File: config.mk
export PLATFORM = sky130hd
export DESIGN_NAME = nibble_packer
export DESIGN_NICKNAME = d
export VERILOG_FILES = /design/src/rtl/nibble_packer_pkg.sv /design/src/rtl/nibble_packer_fifo2.sv /design/src/rtl/nibble_packer.sv
export SDC_FILE = /design/constraint.sdc
export NUM_CORES = 1
export LEC_CHECK = 0
export CORE_MARGIN = 3
export CORE_UTILIZATION = 47
export CTS_BUF_LIST = sky130_fd_sc_hd__clkbuf_16
export DETAILED_ROUTE_END_ITERATION = 8
export PLACE_DENSITY_LB_ADDON = 0.08
export SYNTH_ARGS = -nofsm -noshare
export SYNTH_HDL_FRONTEND = slang
export SYNTH_SLANG_ARGS = --single-unit
File: constraint.sdc
create_clock -name clk -period 4.05 [get_ports clk]
set_input_delay 1.215 -clock clk [delete_from_list [all_inputs] [get_ports clk]]
set_output_delay 1.215 -clock clk [all_outputs]
set_load 0.02 [all_outputs]
File: src/rtl/nibble_packer_pkg.sv
// Shared types for the nibble packer: pack FSM states and the word format
// carried through the output buffer.
package nibble_packer_pkg;

    localparam int DEF_NIB_W  = 4;
    localparam int DEF_WORD_W = 2 * DEF_NIB_W;

    // S_LO: no nibble held. S_HI: first (high) nibble sits in the hold register.
    typedef enum logic {
        S_LO = 1'b0,
        S_HI = 1'b1
    } pack_state_e;

    // Buffer entry at the default nibble width; the top declares the same
    // layout at its own NIB_W so non-default widths keep working.
    typedef struct packed {
        logic [DEF_WORD_W-1:0] data;
        logic                  last;
        logic                  padded;
    } packed_word_t;

    localparam logic [1:0] OCC_EMPTY = 2'd0;
    localparam logic [1:0] OCC_ONE   = 2'd1;
    localparam logic [1:0] OCC_FULL  = 2'd2;

endpackage

File: src/rtl/nibble_packer_fifo2.sv
// Generic two-entry register FIFO. Entry 0 is always the head, so the
// consumer sees a registered value with no read mux behind it.
module fifo2
    import nibble_packer_pkg::*;
#(
    parameter int  W = 10,
    parameter type T = logic [W-1:0]
) (
    input  logic       clk,
    input  logic       rst_n,
    input  logic       push,
    input  T           push_data,
    input  logic       pop,
    output T           head,
    output logic [1:0] occ,
    output logic       full,
    output logic       empty
);

    T           r_ent0;
    T           r_ent1;
    logic [1:0] r_occ;
    logic       w_do_push;
    logic       w_do_pop;

    assign w_do_push = push && (r_occ != OCC_FULL);
    assign w_do_pop  = pop  && (r_occ != OCC_EMPTY);

    assign head  = r_ent0;
    assign occ   = r_occ;
    assign full  = (r_occ == OCC_FULL);
    assign empty = (r_occ == OCC_EMPTY);

    // Shift-style storage: a pop moves entry 1 up, a push lands in the first free slot.
    always_ff @(posedge clk) begin
        if (!rst_n) begin
            r_ent0 <= T'('0);
            r_ent1 <= T'('0);
            r_occ  <= OCC_EMPTY;
        end else begin
            if (w_do_pop) begin
                if (r_occ == OCC_FULL) begin
                    r_ent0 <= r_ent1;
                end else if (w_do_push) begin
                    r_ent0 <= push_data;
                end
            end else if (w_do_push) begin
                if (r_occ == OCC_EMPTY) begin
                    r_ent0 <= push_data;
                end else begin
                    r_ent1 <= push_data;
                end
            end

            case ({w_do_push, w_do_pop})
                2'b10:   r_occ <= r_occ + 2'd1;
                2'b01:   r_occ <= r_occ - 2'd1;
                default: r_occ <= r_occ;
            endcase
        end
    end

endmodule

File: src/rtl/nibble_packer.sv
// Packs pairs of nibbles into words behind a two-entry output buffer.
// An odd-length packet is closed by padding the low half with PAD_NIBBLE.
//
//   state | meaning
//   S_LO  | no nibble held; next accepted nibble is a high half
//   S_HI  | high nibble in r_hold; next accepted nibble completes the word
module nibble_packer
    import nibble_packer_pkg::*;
#(
    parameter int               NIB_W      = 4,
    parameter logic [NIB_W-1:0] PAD_NIBBLE = '0,
    parameter int               CNT_W      = 16
) (
    input  logic                 clk,
    input  logic                 rst_n,
    input  logic                 in_valid,
    output logic                 in_ready,
    input  logic [NIB_W-1:0]     in_nibble,
    input  logic                 in_last,
    output logic                 out_valid,
    input  logic                 out_ready,
    output logic [2*NIB_W-1:0]   out_data,
    output logic                 out_last,
    output logic                 out_padded,
    output logic [CNT_W-1:0]     word_count
);

    localparam int WORD_W = 2 * NIB_W;
    localparam int ENT_W  = WORD_W + 2;

    typedef struct packed {
        logic [WORD_W-1:0] data;
        logic              last;
        logic              padded;
    } entry_t;

    pack_state_e      r_state;
    logic [NIB_W-1:0] r_hold;
    logic [CNT_W-1:0] r_word_count;

    logic             w_accept;
    logic             w_push;
    entry_t           w_push_ent;
    logic             w_pop;
    entry_t           w_head;
    logic [1:0]       w_occ;
    logic             w_full;
    logic             w_empty;

    // in_ready depends only on registered occupancy, never on out_ready.
    assign in_ready  = (w_occ != OCC_FULL);
    assign w_accept  = in_valid && !w_full;
    assign out_valid = !w_empty;
    assign w_pop     = !w_empty && out_ready;

    assign out_data   = w_head.data;
    assign out_last   = w_head.last;
    assign out_padded = w_head.padded;
    assign word_count = r_word_count;

    // Build the buffer entry when an accepted nibble completes a word.
    always_comb begin
        w_push     = 1'b0;
        w_push_ent = '0;
        if (w_accept) begin
            if (r_state == S_HI) begin
                w_push            = 1'b1;
                w_push_ent.data   = {r_hold, in_nibble};
                w_push_ent.last   = in_last;
                w_push_ent.padded = 1'b0;
            end else if (in_last) begin
                w_push            = 1'b1;
                w_push_ent.data   = {in_nibble, PAD_NIBBLE};
                w_push_ent.last   = 1'b1;
                w_push_ent.padded = 1'b1;
            end
        end
    end

    // Pack FSM and hold register; a held nibble waits indefinitely for its partner.
    always_ff @(posedge clk) begin
        if (!rst_n) begin
            r_state <= S_LO;
            r_hold  <= '0;
        end else if (w_accept) begin
            case (r_state)
                S_LO: begin
                    if (!in_last) begin
                        r_hold  <= in_nibble;
                        r_state <= S_HI;
                    end
                end
                S_HI: begin
                    r_state <= S_LO;
                end
                default: r_state <= S_LO;
            endcase
        end
    end

    // Count of words handed to the consumer; wraps freely.
    always_ff @(posedge clk) begin
        if (!rst_n) begin
            r_word_count <= '0;
        end else if (w_pop) begin
            r_word_count <= r_word_count + 1'b1;
        end
    end

    fifo2 #(
        .W (ENT_W),
        .T (entry_t)
    ) u_fifo (
        .clk       (clk),
        .rst_n     (rst_n),
        .push      (w_push),
        .push_data (w_push_ent),
        .pop       (w_pop),
        .head      (w_head),
        .occ       (w_occ),
        .full      (w_full),
        .empty     (w_empty)
    );

endmodule

## After elaboration in Yosys (flattened, before gate mapping)

Cells that the tools add are included.
W data, S select, Z words.

| operators by class | value |
|---|---|
| bitwise logic cells | 4 |
| equal/unequal tests | 4 |
| reductions and logical operators | 15 |
| add/sub/neg operators | 3 |
| multiplexer cells | 14 |

Operators by type and width:

| cell | count |
|---|---|
| $mux W10 | 8 |
| $add A16 B1 Y16 const B | 1 |
| $reduce_bool A2 Y1 | 5 |
| $reduce_and A3 Y1 | 3 |
| $eq A2 B2 Y1 const B | 2 |
| $logic_and A1 B1 Y1 | 4 |
| $mux W1 | 4 |
| $not A1 Y1 | 4 |
| $pmux W2 S2 | 1 |
| $add A2 B1 Y2 const B | 1 |
| $eq A2 B1 Y1 const B | 1 |
| $logic_not A1 Y1 | 2 |
| $logic_not A2 Y1 | 1 |
| $ne A2 B2 Y1 const B | 1 |
| $pmux W1 S2 | 1 |
| $sub A2 B1 Y2 const B | 1 |

| word-level totals | value |
|---|---|
| output and inout port bits | 28 |
| logic and storage cells | 50 |
| input bits | 9 |
| register bits after elaboration | 43 |

## Logic depth before layout (Yosys ltp)

Gate-level depths: netlist (run 1).

| depth | value |
|---|---|
| depth in word-level cells | 8 |
| gate-level depth with buffers | 11 |
| mapped depth without buffers | 7 |

## By module

A second synthesis (run 1) with hierarchy kept.

| unflattened totals | value |
|---|---|
| cell total of the unflattened synthesis | 228 |
| area total of the unflattened synthesis | 2033.2 um2 |

By module, submodules not included:

| module | times used | seq. area each (um2) | cells each | area each (um2) |
|---|---|---|---|---|
| nibble_packer | 1 | 420.4 | 131 | 1062.3 |
| fifo2 | 1 | 440.4 | 97 | 970.9 |

## Least setup slack after synthesis (run 1)

OpenSTA, ideal clock, no wires.

| timing | value |
|---|---|
| kind | in2reg |
| start point | input in_valid |
| end point | register u_fifo.r_ent0, in the netlist u_fifo.head[6] |
| arrival time | 2.604 ns |
| setup slack | 1.330 ns |
| stages | 9 |
| data required time | 3.934 ns |
| cells stage by stage | buf_2 and2_1 buf_2 o21ai_0 ha_1 inv_1 and2_1 buf_2 o211a_1 |

| between the ends | value |
|---|---|
| word-level cells in the longest chain between the ends | 5 |
| elaborated cells on any way between the ends | 12 |
| classes of those cells | 7 x mux; 5 x reduce/logical |

Ends and longest elaborated chain:

| item | RTL line | source |
|---|---|---|
| start, declared | nibble_packer.sv:16 | `input logic in_valid,` |
| $logic_and A1 B1 Y1 (*) | nibble_packer.sv:52 | `assign w_accept = in_valid && !w_full;` |
| $mux W10 / $mux W1 (equally long branches) | nibble_packer.sv:65 | `if (w_accept) begin` |
| $mux W10 (tied with other cells) | nibble_packer_fifo2.sv:48 | `if (r_occ == OCC_EMPTY) begin` |
| $mux W10 (tied with other cells) | nibble_packer_fifo2.sv:47 | `end else if (w_do_push) begin` |
| $mux W10 / $reduce_and A3 Y1 (equally long branches) | n/a |  |
| end signal, assigned | nibble_packer_fifo2.sv:43 | `r_ent0 <= r_ent1;` |
| end signal, assigned | nibble_packer_fifo2.sv:45 | `r_ent0 <= push_data;` |
| end signal, assigned | nibble_packer_fifo2.sv:49 | `r_ent0 <= push_data;` |
| end, declared | nibble_packer_fifo2.sv:20 | `T r_ent0;` |

Every way passes the cells marked *; elsewhere a longest branch is shown, timed or not. The select of a mux whose other input is x is not followed.
A chain may end at the register's enable or synchronous reset.

## Worst setup path after layout (run 1)

| timing | value |
|---|---|
| start point | input in_valid |
| end point | register u_fifo.r_ent0, in the netlist u_fifo.head[0] |

The elaborated chain is that of the path after synthesis.

==> impl_metrics.env, run 1 <==
export IMPL_outcome="complete, no violations"
export IMPL_fin_nets=268
export IMPL_final_common_cell="dfxtp_1"
export IMPL_finalSetupViolations=0
export IMPL_hpwl_mm=3.24
export IMPL_setup_tns_ns=0
export IMPL_synth_top_area_share_pct=42.0
export IMPL_fin_ws_ns=0.733
export IMPL_grt_pass1_vias=1588
export IMPL_areaGrowthSynthToFinish_pct=23.9
export IMPL_diodes=0
export IMPL_tritoncts="done"
export IMPL_cts_resized=0
export IMPL_wl_per_cell_um=15.0
export IMPL_fin_skew_ns=0.00371
export IMPL_r2r_cells=7
export IMPL_p_leak_nw=0.996
export IMPL_grt_usage_pct=18.8
export IMPL_reg2reg_to="u_fifo.head[0]"
export IMPL_clk_insertion_delay_late_ns=0.28
export IMPL_avgSynthCellArea_um2=8.99
export IMPL_hold_path_depth=2
export IMPL_period_share_pct=81.9
export IMPL_rows=23
export IMPL_drt_iter0_markers=100
export IMPL_grt_max_degree=32
export IMPL_hold_viol=0
export IMPL_endpoint_kind="flip-flop"
export IMPL_holdPathEnd="u_fifo.r_ent1[5]"
export IMPL_detail_route_antenna_nets=0
export IMPL_powerDensity_mw_per_mm2=497
export IMPL_r2r_slack_ns=1.53
export IMPL_cts_root_buf="clkbuf_16"
export IMPL_ios=37
export IMPL_numCtsBuffers=5
export IMPL_crit_type="in -> reg"
export IMPL_nFillCells=367
export IMPL_fmax_ghz=0.301
export IMPL_mostFrequentLayoutCells="43 x dfxtp_1, 36 x clkdlybuf4s50_1, 20 x a21oi_1"
export IMPL_synth_ff_type="dfxtp_1"
export IMPL_place_ws_ns=0.499
export IMPL_place_gp_congestion=0.832
export IMPL_async_flop_share_pct=0
export IMPL_synth_edf_count=0
export IMPL_fp_dieH_um=72.0
export IMPL_cts_sinks=43
export IMPL_arrival_ns=3.43
export IMPL_hold_start="u_fifo.r_ent1[5]"
export IMPL_cts_clk_slew_worst_paths_ns=0.06
export IMPL_die_w_um=72.0
export IMPL_post_cts_buffers=0
export IMPL_yosysWarnings=0
export IMPL_start_kind="input pin"
export IMPL_relSlewSlack_pct=34.8
export IMPL_vdd_drop_max_uv=319
export IMPL_required_ns=4.16
export IMPL_syn_nets=240
export IMPL_initial_core_util_pct=49.8
export IMPL_min_period_ns=3.32
export IMPL_drc=0
export IMPL_synth_area_top_cells="dfxtp_1 42%, a21oi_1 4.9%, o211a_1 3.9%, xnor2_1 3.8%, nor2_1 3.3%"
export IMPL_synth_area_mm2=0.00205
export IMPL_fp_coreArea_mm2=0.00412
export IMPL_cts_path_max_buffers=2
export IMPL_drt_pre_antenna_iters=5
export IMPL_grt_antenna_before_repair=0
export IMPL_grt_setup_unrepaired="no"
export IMPL_wl_mm=4.60
export IMPL_die_area_mm2=0.00519
export IMPL_port_buffers=36
export IMPL_htree_levels=2
export IMPL_worstMarginPinSlew_ns=0.977
export IMPL_crit_fanout=11
export IMPL_synth_largest_area_cell="dfxtp_1"
export IMPL_drv_cap=0
export IMPL_viasPerCell=5.82
export IMPL_hold_path_class="reg -> reg"
export IMPL_num_vias=1788
export IMPL_synth_distinct_cells=40
export IMPL_layout_drive_gt1_share_pct=5.06
export IMPL_ctsHoldBuffers=0
export IMPL_ys_seq_area_share_pct=42.0
export IMPL_overflow=0
export IMPL_fin_util_pct=61.7
export IMPL_grt_pass1_wl_mm=7.81
export IMPL_r2r_start="u_fifo.occ[0]"
export IMPL_ys_ff_latch=43
export IMPL_syn_instance_count=228
export IMPL_maxSlewViolCount=0
cell families (layout without fill, tap and decap cells):
group | count (synthesis) | in the layout | share of synthesized area (%)
simple gates | 82 | 82 | 22.3
fa+ha+maj | 3 | 3 | 1.83
xor+xnor | 12 | 12 | 5.13
flops | 43 | 43 | 42.0
mux | 6 | 6 | 2.93
buf+inv | 21 | 50 | 4.64
compound gates | 61 | 61 | 21.1
stage by stage:
stage	power (W)	instances	instance area, um2	hold slack [ns]
after global placement	0.000896	299	2400	0.445
final	0.00126	307	2540	0.459
after global routing	0.00134	307	2540	0.488
after floorplan	0.000783	228	2050	0.432
after CTS	0.00127	307	2540	0.459
after detailed placement	0.000895	299	2400	0.448
synthesized netlist by cell type, types with 5 or more instances:
library cell,instances
a211oi_1,6
a21oi_1,20
a32oi_1,5
and2_1,7
and3b_1,6
buf_2,5
clkbuf_1,8
dfxtp_1,43
inv_1,5
mux2i_1,6
nand2_1,16
nand3_1,11
nand4_1,5
nor2_1,18
o211a_1,8
o211ai_1,5
o21ai_0,5
xnor2_1,9
worst max-delay path, stage by stage:
cell	delay, ns
clkdlybuf4s50_1	0.62
and2_1	0.39
o21ai_0	0.23
ha_1	0.31
inv_1	0.17
and2_1	0.36
a211oi_1	0.13
metal layers:
metal  wire length (um)  GRT usage [%]  up-vias  share of wire, %
met5                  0              0        -                 0
met4                 31           3.13        0              0.67
met1               2270           27.1      842                49
met2               2030           29.0       50                44
met3                267           4.71        5               5.8
li1                   -              -      891                 -
worst max-delay path by stage:
stage	endpoint	startpoint	slack (ns)	cells after the start
after floorplan	u_fifo.head[6]	in_valid	1.33	9
after global placement	u_fifo.head[1]	in_valid	0.55	7
after detailed placement	u_fifo.head[0]	in_valid	0.50	7
after CTS	u_fifo.head[0]	in_valid	0.75	7
after global routing	u_fifo.head[2]	in_valid	0.57	7
final	u_fifo.head[0]	in_valid	0.73	7
registers in the layout, indices dropped and copies added (netlist names):
register and count:
u_fifo.r_ent1 10, r_hold 4, r_state 1, u_fifo.head 10
word_count 16, u_fifo.occ 2
area by class of cell:
| class | instances | area [um2] | share of cell area [%] |
|---|---|---|---|
| clock buffers | 5 | 125 | 4.93 |
| multi-input cells | 164 | 1090 | 43.1 |
| well taps | 50 | 62.6 | 2.46 |
| inverters | 6 | 25.0 | 0.985 |
| repair buffers | 36 | 360 | 14.2 |
| flip-flops and latches | 43 | 861 | 33.9 |
| clock inverters | 3 | 12.5 | 0.493 |
report_power, final:
group / switching [W] / internal (W) / leakage [nW] / total, W
clock network: 0.000150 / 0.000223 / 0.0762 / 0.000373
logic: 0.000206 / 0.000166 / 0.571 / 0.000372
registers: 0.0000473 / 0.000469 / 0.349 / 0.000517
(Power assumes the default switching activity.)
==> run 2: changes to the inputs <==
clock period = 3 ns   (was 4.05 ns; I/O delays follow)
==> impl_metrics.env, run 2 (synthesized netlist as in run 1, its figures left out) <==
export IMPL_post_cts_buffers=0
export IMPL_cts_sinks=43
export IMPL_grt_pass1_vias=1550
export IMPL_numCtsBuffers=5
export IMPL_clkPwrFrac_pct=32.7
export IMPL_cts_root_buf="clkbuf_16"
export IMPL_initial_core_util_pct=49.8
export IMPL_drt_pre_antenna_iters=4
export IMPL_fp_dieH_um=72.0
export IMPL_comb_power_share_pct=29.3
export IMPL_fp_coreArea_mm2=0.00412
export IMPL_fin_util_pct=63.5
export IMPL_outcome="complete, no violations"
export IMPL_r2r_slack_ns=0.81
export IMPL_worstMarginPinSlew_ns=0.547
export IMPL_holdPathEnd="u_fifo.r_ent1[2]"
export IMPL_endpoint_kind="primary output"
export IMPL_finalSetupViolations=0
export IMPL_cts_resized=0
export IMPL_detail_route_antenna_nets=0
export IMPL_crit_type="reg -> out"
export IMPL_hold_start="u_fifo.r_ent1[2]"
export IMPL_placed_area_mm2=0.00245
export IMPL_num_vias=1771
export IMPL_r2r_start="u_fifo.occ[0]"
export IMPL_fin_nets=275
export IMPL_start_kind="flip-flop"
export IMPL_grt_pass1_wl_mm=7.68
export IMPL_hold_viol=0
export IMPL_grt_usage_pct=18.5
export IMPL_viasPerCell=5.66
export IMPL_internal_power_w=0.00126
export IMPL_wl_mm=4.51
export IMPL_arrival_ns=1.76
export IMPL_p_leak_nw=1.04
export IMPL_reg2reg_to="u_fifo.head[4]"
export IMPL_tritoncts="done"
export IMPL_fmax_ghz=0.376
export IMPL_final_common_cell="dfxtp_1"
export IMPL_cts_path_max_buffers=2
export IMPL_r2r_cells=7
export IMPL_die_area_mm2=0.00519
export IMPL_mostFrequentLayoutCells="43 x dfxtp_1, 36 x clkdlybuf4s50_1, 20 x a21oi_1"
export IMPL_relSlewSlack_pct=63.3
export IMPL_htree_levels=2
export IMPL_die_w_um=72.0
export IMPL_fin_skew_ns=0.00422
export IMPL_layout_drive_gt1_share_pct=7.60
export IMPL_p_switching_w=0.000553
export IMPL_hold_path_depth=2
export IMPL_diodes=0
export IMPL_maxSlewViolCount=0
export IMPL_largest_reg_flops=16
export IMPL_hold_path_class="reg -> reg"
export IMPL_vdd_drop_max_uv=505
export IMPL_place_gp_congestion=0.814
export IMPL_rows=23
export IMPL_ctsHoldBuffers=0
export IMPL_clk_insertion_delay_late_ns=0.28
export IMPL_min_period_ns=2.66
export IMPL_port_buffers=36
export IMPL_powerDensity_mw_per_mm2=693
export IMPL_grt_max_degree=32
export IMPL_grt_setup_unrepaired="no"
export IMPL_period_share_pct=88.8
export IMPL_drc=0
export IMPL_crit_fanout=9
export IMPL_areaGrowthSynthToFinish_pct=27.5
export IMPL_overflow=0
export IMPL_grt_antenna_before_repair=0
export IMPL_nFillCells=375
export IMPL_p_sw_share_pct=30.5
export IMPL_drv_cap=0
export IMPL_wl_per_cell_um=14.4
export IMPL_cts_clk_slew_worst_paths_ns=0.06
export IMPL_ios=37
export IMPL_required_ns=2.10
export IMPL_seq_power_share_pct=38.0
export IMPL_drt_iter0_markers=71
export IMPL_hpwl_mm=3.13
export IMPL_stdcell_area_mm2=0.00261
export IMPL_setup_tns_ns=0
## run 2: power by group through the flow
stage               Sequential, W  Combinational (W)  Clock, W
floorplan                0.000726           0.000331         0
global placement         0.000701           0.000526         0
detailed placement       0.000700           0.000526         0
CTS                      0.000689           0.000533  0.000604
global route             0.000699           0.000579  0.000633
finish                   0.000688           0.000531  0.000592
## run 2: layout make-up
cell class	instances	area, um2	share of cell area, %
Clock buffer	5	125	4.79
Clock inverter	2	33.8	1.29
Inverter	6	25.0	0.957
Multi-Input combinational cell	164	1090	41.8
Sequential cell	43	861	32.9
Tap cell	50	62.6	2.39
Timing Repair Buffer	43	413	15.8
## run 2: worst max-delay path, cell delays in order, from the launching register on
cell and delay, ns:
dfxtp_1 0.48, nand2b_1 0.33, clkdlybuf4s50_1 0.67
## run 2: layer usage
metal	up-vias	track usage, %	routed length, um	part of all wire [%]
met5	-	0	0	0
met4	0	5.64	51	1.1
met3	4	3.74	181	4.0
met2	38	27.1	1990	44
met1	834	27.2	2290	51
li1	895	-	-	-
## run 2: worst max-delay path by stage
stage	startpoint	to	slack (ns)	cells after the start
3_3_place_gp	out_ready	u_fifo.head[2]	0.22	7
3_5_place_dp	out_ready	u_fifo.head[4]	0.17	7
2_1_floorplan	in_valid	u_fifo.head[6]	0.60	9
6_report	u_fifo.occ[0]	in_ready	0.34	2
5_1_grt	u_fifo.occ[0]	in_ready	0.28	2
4_1_cts	u_fifo.occ[0]	in_ready	0.34	2
## run 2: metrics by stage
step / std cells / total power, W / hold WS, ns / worst slack [ns]
floorplan: 228 / 0.00106 / 0.432 / 0.595
global placement: 306 / 0.00123 / 0.441 / 0.223
detailed placement: 306 / 0.00123 / 0.446 / 0.168
CTS: 313 / 0.00183 / 0.454 / 0.336
global route: 313 / 0.00191 / 0.468 / 0.279
finish: 313 / 0.00181 / 0.452 / 0.337
